### config.mk
export PLATFORM = sky130hd
export DESIGN_NAME = memd_resp_flat
export DESIGN_NICKNAME = d
export VERILOG_FILES = /design/src/rtl/memd_resp_pkg.sv /design/src/rtl/memd_resp_if.sv /design/src/rtl/memd_resp_array.sv /design/src/rtl/memd_resp.sv /design/src/flat_wrapper.sv
export SDC_FILE = /design/constraint.sdc
export NUM_CORES = 2
export LEC_CHECK = 0
export CAP_MARGIN = 20
export CORE_MARGIN = 4
export CORE_UTILIZATION = 59
export CTS_CLUSTER_SIZE = 30
export DETAILED_ROUTE_END_ITERATION = 10
export PLACE_DENSITY = 0.83
export SLEW_MARGIN = 40
export SYNTH_ARGS = -nofsm -noshare
export SYNTH_HDL_FRONTEND = slang
export SYNTH_HIERARCHICAL = 1
export SYNTH_SLANG_ARGS = --single-unit
### constraint.sdc
create_clock -name clk -period 3.8 [get_ports clk]
set_input_delay 1.14 -clock clk [delete_from_list [all_inputs] [get_ports clk]]
set_output_delay 1.14 -clock clk [all_outputs]
set_load 0.05 [all_outputs]
### src/rtl/memd_resp_pkg.sv
// Shared types and constants for the memd_resp latency-programmable data-memory responder.
package memd_resp_pkg;

  // Default datapath sizes (core register width and data-memory word-address width).
  localparam int unsigned MEMD_REG_LEN  = 32;
  localparam int unsigned MEMD_SIZE_LOG = 6;

  // Width of the access-latency down-counter; bounds LATENCY to 1..15.
  localparam int unsigned MEMD_CNT_W = 4;

  // Request direction encodings on req_rdwt / resp_rdwt.
  localparam logic MEMD_RD = 1'b0;
  localparam logic MEMD_WT = 1'b1;

  // Responder FSM states.
  typedef enum logic [1:0] {
    MEMD_RESP_IDLE = 2'd0,
    MEMD_RESP_WAIT = 2'd1,
    MEMD_RESP_RESP = 2'd2
  } memd_resp_state_e;

endpackage

### src/rtl/memd_resp_if.sv
// Request/response handshake bundle between a core (master) and the memd_resp responder (slave).
interface memd_resp_if
  import memd_resp_pkg::*;
#(
  parameter int unsigned ADDR_W = MEMD_SIZE_LOG,
  parameter int unsigned DATA_W = MEMD_REG_LEN
);

  logic              req_valid;
  logic              req_ready;
  logic              req_rdwt;
  logic [ADDR_W-1:0] req_addr;
  logic [DATA_W-1:0] req_data;
  logic              resp_valid;
  logic              resp_ready;
  logic              resp_rdwt;
  logic [DATA_W-1:0] resp_data;

  modport master (
    output req_valid, req_rdwt, req_addr, req_data, resp_ready,
    input  req_ready, resp_valid, resp_rdwt, resp_data
  );

  modport slave (
    input  req_valid, req_rdwt, req_addr, req_data, resp_ready,
    output req_ready, resp_valid, resp_rdwt, resp_data
  );

endinterface

### src/rtl/memd_resp_array.sv
// Word-addressed storage for memd_resp: synchronous whole-array clear, one write port,
// one asynchronous read port so a read resolves in the same cycle it is addressed.
module memd_resp_array
  import memd_resp_pkg::*;
#(
  parameter int unsigned ADDR_W = MEMD_SIZE_LOG,
  parameter int unsigned DATA_W = MEMD_REG_LEN
) (
  input  logic              clk,
  input  logic              clr,
  input  logic              we,
  input  logic [ADDR_W-1:0] waddr,
  input  logic [DATA_W-1:0] wdata,
  input  logic [ADDR_W-1:0] raddr,
  output logic [DATA_W-1:0] rdata
);

  localparam int unsigned DEPTH = 2 ** ADDR_W;

  logic [DATA_W-1:0] mem_q [DEPTH];

  // Storage update: clear wins over a same-cycle write.
  always_ff @(posedge clk) begin
    if (clr) begin
      for (int unsigned i = 0; i < DEPTH; i++) begin
        mem_q[ADDR_W'(i)] <= '0;
      end
    end else if (we) begin
      mem_q[waddr] <= wdata;
    end
  end

  // Read port, combinational from the addressed word.
  always_comb begin
    rdata = mem_q[raddr];
  end

endmodule

### src/rtl/memd_resp.sv
// Data-memory responder: accepts one request at a time, performs the array access
// exactly LATENCY cycles after acceptance and holds the response until consumed.
module memd_resp
  import memd_resp_pkg::*;
#(
  parameter int unsigned LATENCY = 3,
  parameter int unsigned ADDR_W  = MEMD_SIZE_LOG,
  parameter int unsigned DATA_W  = MEMD_REG_LEN
) (
  input logic        clk,
  input logic        rst,
  memd_resp_if.slave bus
);

  if (LATENCY < 1 || LATENCY > 15) begin : g_bad_latency
    $error("memd_resp: LATENCY=%0d is outside the supported range 1..15", LATENCY);
  end

  localparam logic [MEMD_CNT_W-1:0] CNT_LOAD = MEMD_CNT_W'(LATENCY - 1);
  localparam logic [MEMD_CNT_W-1:0] CNT_ONE  = MEMD_CNT_W'(1);

  memd_resp_state_e state_q, state_d;
  logic [MEMD_CNT_W-1:0] cnt_q, cnt_d;
  logic                  rdwt_q, rdwt_d;
  logic [ADDR_W-1:0]     addr_q, addr_d;
  logic [DATA_W-1:0]     data_q, data_d;
  logic                  resp_rdwt_q, resp_rdwt_d;
  logic [DATA_W-1:0]     resp_data_q, resp_data_d;

  logic                  acc_en;
  logic                  acc_rdwt;
  logic [ADDR_W-1:0]     acc_addr;
  logic [DATA_W-1:0]     acc_data;
  logic [DATA_W-1:0]     rd_data;
  logic                  arr_we;

  // Access operands: with LATENCY=1 the access happens on the accept edge itself,
  // so the live request fields are used in IDLE; otherwise the captured copies.
  always_comb begin
    if (state_q == MEMD_RESP_IDLE) begin
      acc_rdwt = bus.req_rdwt;
      acc_addr = bus.req_addr;
      acc_data = bus.req_data;
    end else begin
      acc_rdwt = rdwt_q;
      acc_addr = addr_q;
      acc_data = data_q;
    end
    arr_we = acc_en && (acc_rdwt == MEMD_WT);
  end

  memd_resp_array #(
    .ADDR_W (ADDR_W),
    .DATA_W (DATA_W)
  ) u_array (
    .clk   (clk),
    .clr   (rst),
    .we    (arr_we),
    .waddr (acc_addr),
    .wdata (acc_data),
    .raddr (acc_addr),
    .rdata (rd_data)
  );

  // Next-state, latency counter, request capture and response capture.
  always_comb begin
    state_d     = state_q;
    cnt_d       = cnt_q;
    rdwt_d      = rdwt_q;
    addr_d      = addr_q;
    data_d      = data_q;
    resp_rdwt_d = resp_rdwt_q;
    resp_data_d = resp_data_q;
    acc_en      = 1'b0;

    unique case (state_q)
      MEMD_RESP_IDLE: begin
        if (bus.req_valid) begin
          rdwt_d = bus.req_rdwt;
          addr_d = bus.req_addr;
          data_d = bus.req_data;
          cnt_d  = CNT_LOAD;
          if (LATENCY == 1) begin
            acc_en  = 1'b1;
            state_d = MEMD_RESP_RESP;
          end else begin
            state_d = MEMD_RESP_WAIT;
          end
        end
      end
      MEMD_RESP_WAIT: begin
        // The access fires on the edge where the counter reaches 0, which
        // places resp_valid exactly LATENCY cycles after the accept edge.
        cnt_d = cnt_q - 1'b1;
        if (cnt_q == CNT_ONE) begin
          acc_en  = 1'b1;
          state_d = MEMD_RESP_RESP;
        end
      end
      MEMD_RESP_RESP: begin
        if (bus.resp_ready) begin
          state_d = MEMD_RESP_IDLE;
        end
      end
      default: begin
        state_d = MEMD_RESP_IDLE;
      end
    endcase

    if (acc_en) begin
      resp_rdwt_d = acc_rdwt;
      resp_data_d = (acc_rdwt == MEMD_WT) ? '0 : rd_data;
    end
  end

  // State and datapath registers with synchronous reset.
  always_ff @(posedge clk) begin
    if (rst) begin
      state_q     <= MEMD_RESP_IDLE;
      cnt_q       <= '0;
      rdwt_q      <= MEMD_RD;
      addr_q      <= '0;
      data_q      <= '0;
      resp_rdwt_q <= 1'b0;
      resp_data_q <= '0;
    end else begin
      state_q     <= state_d;
      cnt_q       <= cnt_d;
      rdwt_q      <= rdwt_d;
      addr_q      <= addr_d;
      data_q      <= data_d;
      resp_rdwt_q <= resp_rdwt_d;
      resp_data_q <= resp_data_d;
    end
  end

  assign bus.req_ready  = (state_q == MEMD_RESP_IDLE);
  assign bus.resp_valid = (state_q == MEMD_RESP_RESP);
  assign bus.resp_rdwt  = resp_rdwt_q;
  assign bus.resp_data  = resp_data_q;

endmodule

### src/flat_wrapper.sv
// flat-port wrapper written by rule: the top's interface ports become plain ports
module memd_resp_flat import memd_resp_pkg::*;
#(
  parameter int unsigned LATENCY = 3,
  parameter int unsigned ADDR_W  = MEMD_SIZE_LOG,
  parameter int unsigned DATA_W  = MEMD_REG_LEN
)
  (clk, rst, bus_req_valid, bus_req_rdwt, bus_req_addr, bus_req_data, bus_resp_ready, bus_req_ready, bus_resp_valid, bus_resp_rdwt, bus_resp_data);
  memd_resp_if #(.ADDR_W(ADDR_W), .DATA_W(DATA_W)) bus_i ();
  input logic clk;
  input logic rst;
  input wire logic [$bits(bus_i.req_valid)-1:0] bus_req_valid;
  input wire logic [$bits(bus_i.req_rdwt)-1:0] bus_req_rdwt;
  input wire logic [$bits(bus_i.req_addr)-1:0] bus_req_addr;
  input wire logic [$bits(bus_i.req_data)-1:0] bus_req_data;
  input wire logic [$bits(bus_i.resp_ready)-1:0] bus_resp_ready;
  output wire logic [$bits(bus_i.req_ready)-1:0] bus_req_ready;
  output wire logic [$bits(bus_i.resp_valid)-1:0] bus_resp_valid;
  output wire logic [$bits(bus_i.resp_rdwt)-1:0] bus_resp_rdwt;
  output wire logic [$bits(bus_i.resp_data)-1:0] bus_resp_data;
  assign bus_i.req_valid = bus_req_valid;
  assign bus_i.req_rdwt = bus_req_rdwt;
  assign bus_i.req_addr = bus_req_addr;
  assign bus_i.req_data = bus_req_data;
  assign bus_i.resp_ready = bus_resp_ready;
  assign bus_req_ready = bus_i.req_ready;
  assign bus_resp_valid = bus_i.resp_valid;
  assign bus_resp_rdwt = bus_i.resp_rdwt;
  assign bus_resp_data = bus_i.resp_data;
  memd_resp #(.LATENCY(LATENCY), .ADDR_W(ADDR_W), .DATA_W(DATA_W)) u_core (.clk(clk), .rst(rst), .bus(bus_i));
endmodule
# == Yosys cells after proc, flatten, opt, wreduce, memory -nomap -nowiden ==
# Memory sizes are Yosys's and may differ from the RTL's.
# Cells that the tools add are included.
# op_classes
n_reduce_logical,7
n_eq_ne,6
mux,20
addsub,1
# op_table
cell,n
$mux 32,3
$reduce_or 32->1,1
$mux 6,2
$mux 1,9
$pmux 4 s2,1
$mux 2,3
$pmux 2 s3,1
$eq 4x1->1 const B,1
$mux 4,1
$ne 2x2->1 const B,2
$reduce_and 2->1,2
$sub 4x1->4 const B,1
$reduce_and 3->1,1
$eq 2x1->1 const B,1
$eq 2x2->1 const B,1
$logic_not 2->1,1
$ne 2x1->1 const B,1
$reduce_bool 2->1,1
$logic_and 1x1->1,1
# word_totals
in_bits,43
mem_bits_rw,2048
ff_bits,78
word_cells,42
n_memories,1
output_inout_bits,35
# mem_list
memory,words,word_bits,read_ports,rd_ports_with_merged_regs,write_ports,line_no,rtl
u_core.u_array.mem_q,64,32,1,0,64,memd_resp_array.sv:20,logic [DATA_W-1:0] mem_q [DEPTH];

# == Logic depth before layout (Yosys ltp) ==
# logic_depth
ltp_word,9
depth_mapped,16

# == Cells and area by module ==
# Netlist, hierarchy kept.
# modules_own_cells
mod,cells_per_inst,area_per_inst_um2,instances
memd_resp_array,5851,92289.8,1
memd_resp,401,3510.9,1

# == Worst setup path after synthesis ==
# No wires, ideal clock.
# synth_path
kind,input port to flip-flop
start,in bus_req_addr[1]
end,"reg u_core.resp_data_q[17], in the netlist u_core/bus.resp_data[17]"
setup_ps,70
slack_ps,443
arrival_ps,3286
stages,11
path_cell_list,mux2_1 buf_2 buf_2 buf_2 clkbuf_1 nand2_1 o22ai_1 o41ai_1 o311a_1 nand4b_1 a21oi_1
# synth_between
elab_chain_len,3
# synth_lines
item,line_no,rtl
from (decl),flat_wrapper.sv:14,input wire logic [$bits(bus_i.req_addr)-1:0] bus_req_addr;
$mux 6,memd_resp.sv:40,if (state_q == MEMD_RESP_IDLE) begin
$mem_v2 64x32,--,
net u_core.rd_data[17],memd_resp.sv:34,logic [DATA_W-1:0] rd_data;
$mux 32,memd_resp.sv:112,resp_data_d = (acc_rdwt == MEMD_WT) ? '0 : rd_data;
to (signal assigned),memd_resp.sv:133,resp_data_q <= resp_data_d;
to (decl),memd_resp.sv:28,"logic [DATA_W-1:0] resp_data_q, resp_data_d;"
# The timed path passes the listed nets, and every way through them passes these cells.
# A chain may end at the register's enable or synchronous reset.

# == Final worst setup path ==
# layout_path
start,in bus_req_addr[0]
end,"reg u_core.resp_data_q[10], in the netlist u_core/bus.resp_data[10]"
# layout_between
elab_chain_len,3
# layout_lines
item,line_no,rtl
$mux 6,memd_resp.sv:40,
net u_core.acc_addr[0],memd_resp.sv:32,logic [ADDR_W-1:0] acc_addr;
$mem_v2 64x32,--,
net u_core.rd_data[10],memd_resp.sv:34,
$mux 32,memd_resp.sv:112,
# The timed path passes the listed nets, and every way through them passes these cells.

==> impl_metrics.ini <==
[critical_path]
critical_path_class = in2reg
critPathBufInv = 5
worst-path-stages = 13
end_kind = flip-flop
r2r_start = u_core/state_q[1]$_SDFFE_PP0P_
cp_max_fo = 17
max_stage_delay_ps = 560
ff2ff_setup_slack_ps = 110
cp.required_ps = 4480
critPathTopFamily = buffers and inverters
cp-start-kind = input pin
r2r_end = u_core/bus.resp_data[8]$_SDFFE_PP0P_
crit_top_cell = a21oi_1
rr_worst_depth = 12
critical_path_arrival_ps = 4520
slowest_stage = a21oi_1
crit_path_cell_trace = clkdlybuf4s50_1 -> mux2_8 -> buf_12 -> buf_12 -> mux4_2 -> mux2i_1 -> buf_4 -> a21oi_1 -> a21oi_1 -> a221oi_1 -> buf_4 -> nand4b_1 -> a21oi_1

[yosys]
ys_warn_count = 6
yosysUniqueCellTypes = 53
synth.top_cell.area_share_pct = 64.2
async_flop_share_pct = 0
ys_seq_area_share_pct = 65.8
synth-seq-cells = 2126
synthCells = 6252
synth-main-ff-cell = edfxtp_1
yosys.area.top_type = edfxtp_1
yosys-top-cells-area = edfxtp_1 64%, and2_1 13%, mux4_2 12%
synth_edf_count = 2048
syn_area_um2 = 95800
postSynthAreaPerCell_um2 = 15.3
synth_nets = 6297

[worst_hold_path]
hp-start = u_core/data_q[3]$_SDFFE_PP0P_
hold_path_depth = 2
holdPathEnd = u_core/data_q[3]$_SDFFE_PP0P_
hold_class = reg2reg

[timing]
tns_ps = -58.7
finClkSkew_ps = 36.9
min_period_ps = 3830
tightestPinTransition_ps = 968
rsz0062_at_grt = no
finalHoldViolations = 0
slew_headroom_pct = 35.5
worst_slack_ps = -33.6
slew_viol_final = 0
setup_viol = 2
fin_crit_sh_pct = 101
max_freq_mhz = 261

[cells_and_area]
mostFrequentLayoutCells = 2050 x and2_1, 2048 x edfxtp_1, 577 x buf_4
syn_to_final_growth_pct = 16.5
nFillCells = 9268
final_util_pct = 69.3
drive_above_1_share_pct = 25.8
nets = 6710
final_common_cell = and2_1
final_area_um2 = 112000

[global_routing]
track_usage_pct = 34.6
grt_pass1_vias = 61000
grt_overflow = 0
grt_max_degree = 143
antenna_found_initial = 27
grt_pass1_wl_um = 421000

[placed_design]
dpl_cell_area_um2 = 105000
place_hpwl_um = 185000
numPortBuffers = 77
routabilityCongestion = 0.990

[cts]
cts_setup_buffers = 0
clockBufferDepth = 3
cts_tree = done
htree_levels = 4
clkLatencyLatePin_ps = 860
path_clk_slew_ps = 60
clock_sinks = 2126
numCtsBuffers = 200
cts_hold_buffers = 0
cts-root-buf = clkbuf_16

[power_and_ir_drop]
pwr-share-comb_pct = 13.4
irDropWorstVdd_uv = 571
pwr_density_cell_nw_per_um2 = 480
power.internal_mw = 40.1
power.leakage_nw = 40.9
power_frac_clock_pct = 36.8
p_switching_mw = 13.4
swShare_pct = 25.1
pwr-share-seq_pct = 49.8

[drt]
dr.pass1.iters = 9
ant_nets = 0
initialDrtViolationCount = 10400
routed_wirelength_um = 292000
avgViaCountPerCell = 6.71
drc_errors = 0
vias = 60500
routedWlPerCell_um = 32.4

[floorplanning]
dieArea_um2 = 169000
start_util_pct = 59.5
rows = 147
core_area_um2 = 161000
die_w_um = 411
ios = 78
die_h_um = 411

[job]
drv_cap = 0

[outcome]
violations = setup timing
outcome = finished, violations left
per-stage QoR:
stage                     cells  hold WS [ps]  power (mW)  worst slack [ps]
after floorplan            6252           432        30.4               443
after global placement     8623           439        33.7              -995
after detailed placement   8623           446        33.9              -822
after CTS                  8997           456        53.2              26.9
after global routing       8999           471        54.7              1.04
final                      9009           457        53.6             -33.6
power by group through the flow:
| stage | registers (mW) | clock network, mW | logic [mW] |
|---|---|---|---|
| 2_1_floorplan | 27.0 | 0 | 3.38 |
| 3_3_place_gp | 27.1 | 0 | 6.67 |
| 3_5_place_dp | 27.1 | 0 | 6.79 |
| 4_1_cts | 26.7 | 19.7 | 6.88 |
| 5_1_grt | 26.7 | 20.8 | 7.27 |
| 6_report | 26.7 | 19.7 | 7.17 |
routing by layer:
layer  part of all wire, %  global-route usage, %  up-vias
met4                   6.5                   18.4       26
met3                    17                   13.5     1099
met5                  0.16                   1.47        -
met1                    31                   43.9    30000
li1                      -                      -    23800
met2                    45                   51.7     5556
layout make-up:
class / count / area, um^2 / share of cell area [%]
sequential: 2126 / 63100 / 56.5
multi-input combinational: 3478 / 30300 / 27.2
timing repair buffer: 853 / 9090 / 8.14
clock buffer: 260 / 5390 / 4.83
tap: 2160 / 2700 / 2.42
clock inverter: 114 / 991 / 0.888
antenna: 12 / 30.0 / 0.0269
inverter: 6 / 22.5 / 0.0202
Yosys cell counts (3+ instances only):
cell      number
and2_1      2050
edfxtp_1    2048
mux4_2       515
clkbuf_1     492
o22ai_1      125
nor2_1       103
nand2_1      101
a21oi_1       98
dfxtp_1       78
or2_2         69
buf_2         54
nor3_1        47
buf_4         44
buf_1         42
a22oi_1       34
nand4b_1      34
nor2b_1       30
o21ai_1       30
mux2_2        24
o21ai_0       23
a211oi_1      21
a221oi_1      20
nor4_1        19
o22a_1        19
mux2_1        18
a22o_1        15
nand3_1       15
nand2b_1      13
mux2i_1        9
nand3b_1       9
buf_6          7
inv_1          6
o221ai_1       6
a31oi_1        4
or4_1          4
buf_8          3
repair_timing:
action	CTS	global route
resized for setup	1	4
endpoints found under the setup margin	1	4
gates cloned	0	0
registers in the layout, summed over array words and instances, names as in the netlist:
register              count
u_core/u_array/mem_q   2048
u_core/rdwt_q             1
u_core/addr_q             6
u_core/data_q            32
u_core/cnt_q              4
u_core/state_q            2
u_core/bus.resp_rdwt      1
u_core/bus.resp_data     32
cell families (layout without fill, tap and decap cells):
| group | count (synthesis) | after routing | synth area share (%) |
|---|---|---|---|
| flops | 2126 | 2126 | 65.8 |
| compound gates | 402 | 402 | 2.68 |
| other cells | 0 | 12 | 0 |
| fa+ha+maj | 2 | 2 | 0.0261 |
| mux | 566 | 566 | 12.7 |
| simple gates | 2508 | 2508 | 15.9 |
| buf+inv | 648 | 1233 | 2.87 |
worst reg2reg max path, cell delays in order, from the launching register on:
cell,delay (ps)
dfxtp_1,340
nor2_4,230
buf_4,210
mux2_2,380
buf_12,200
buf_4,220
and2_1,240
buf_4,220
a221oi_1,490
nor3_1,270
or4_1,540
nand4b_1,120
a21oi_1,90
worst max-delay path by stage:
stage                                from                                    end  slack (ps)
after floorplan           bus_req_addr[1]  u_core/bus.resp_data[17]$_SDFFE_PP0P_         440
after global placement    bus_req_addr[0]  u_core/bus.resp_data[14]$_SDFFE_PP0P_        -990
after detailed placement  bus_req_addr[0]  u_core/bus.resp_data[22]$_SDFFE_PP0P_        -820
after CTS                 bus_req_addr[0]  u_core/bus.resp_data[22]$_SDFFE_PP0P_          30
after global routing      bus_req_addr[1]  u_core/bus.resp_data[28]$_SDFFE_PP0P_           1
final                     bus_req_addr[0]  u_core/bus.resp_data[10]$_SDFFE_PP0P_         -30
No activity file was read; power rests on OpenSTA's default activity.
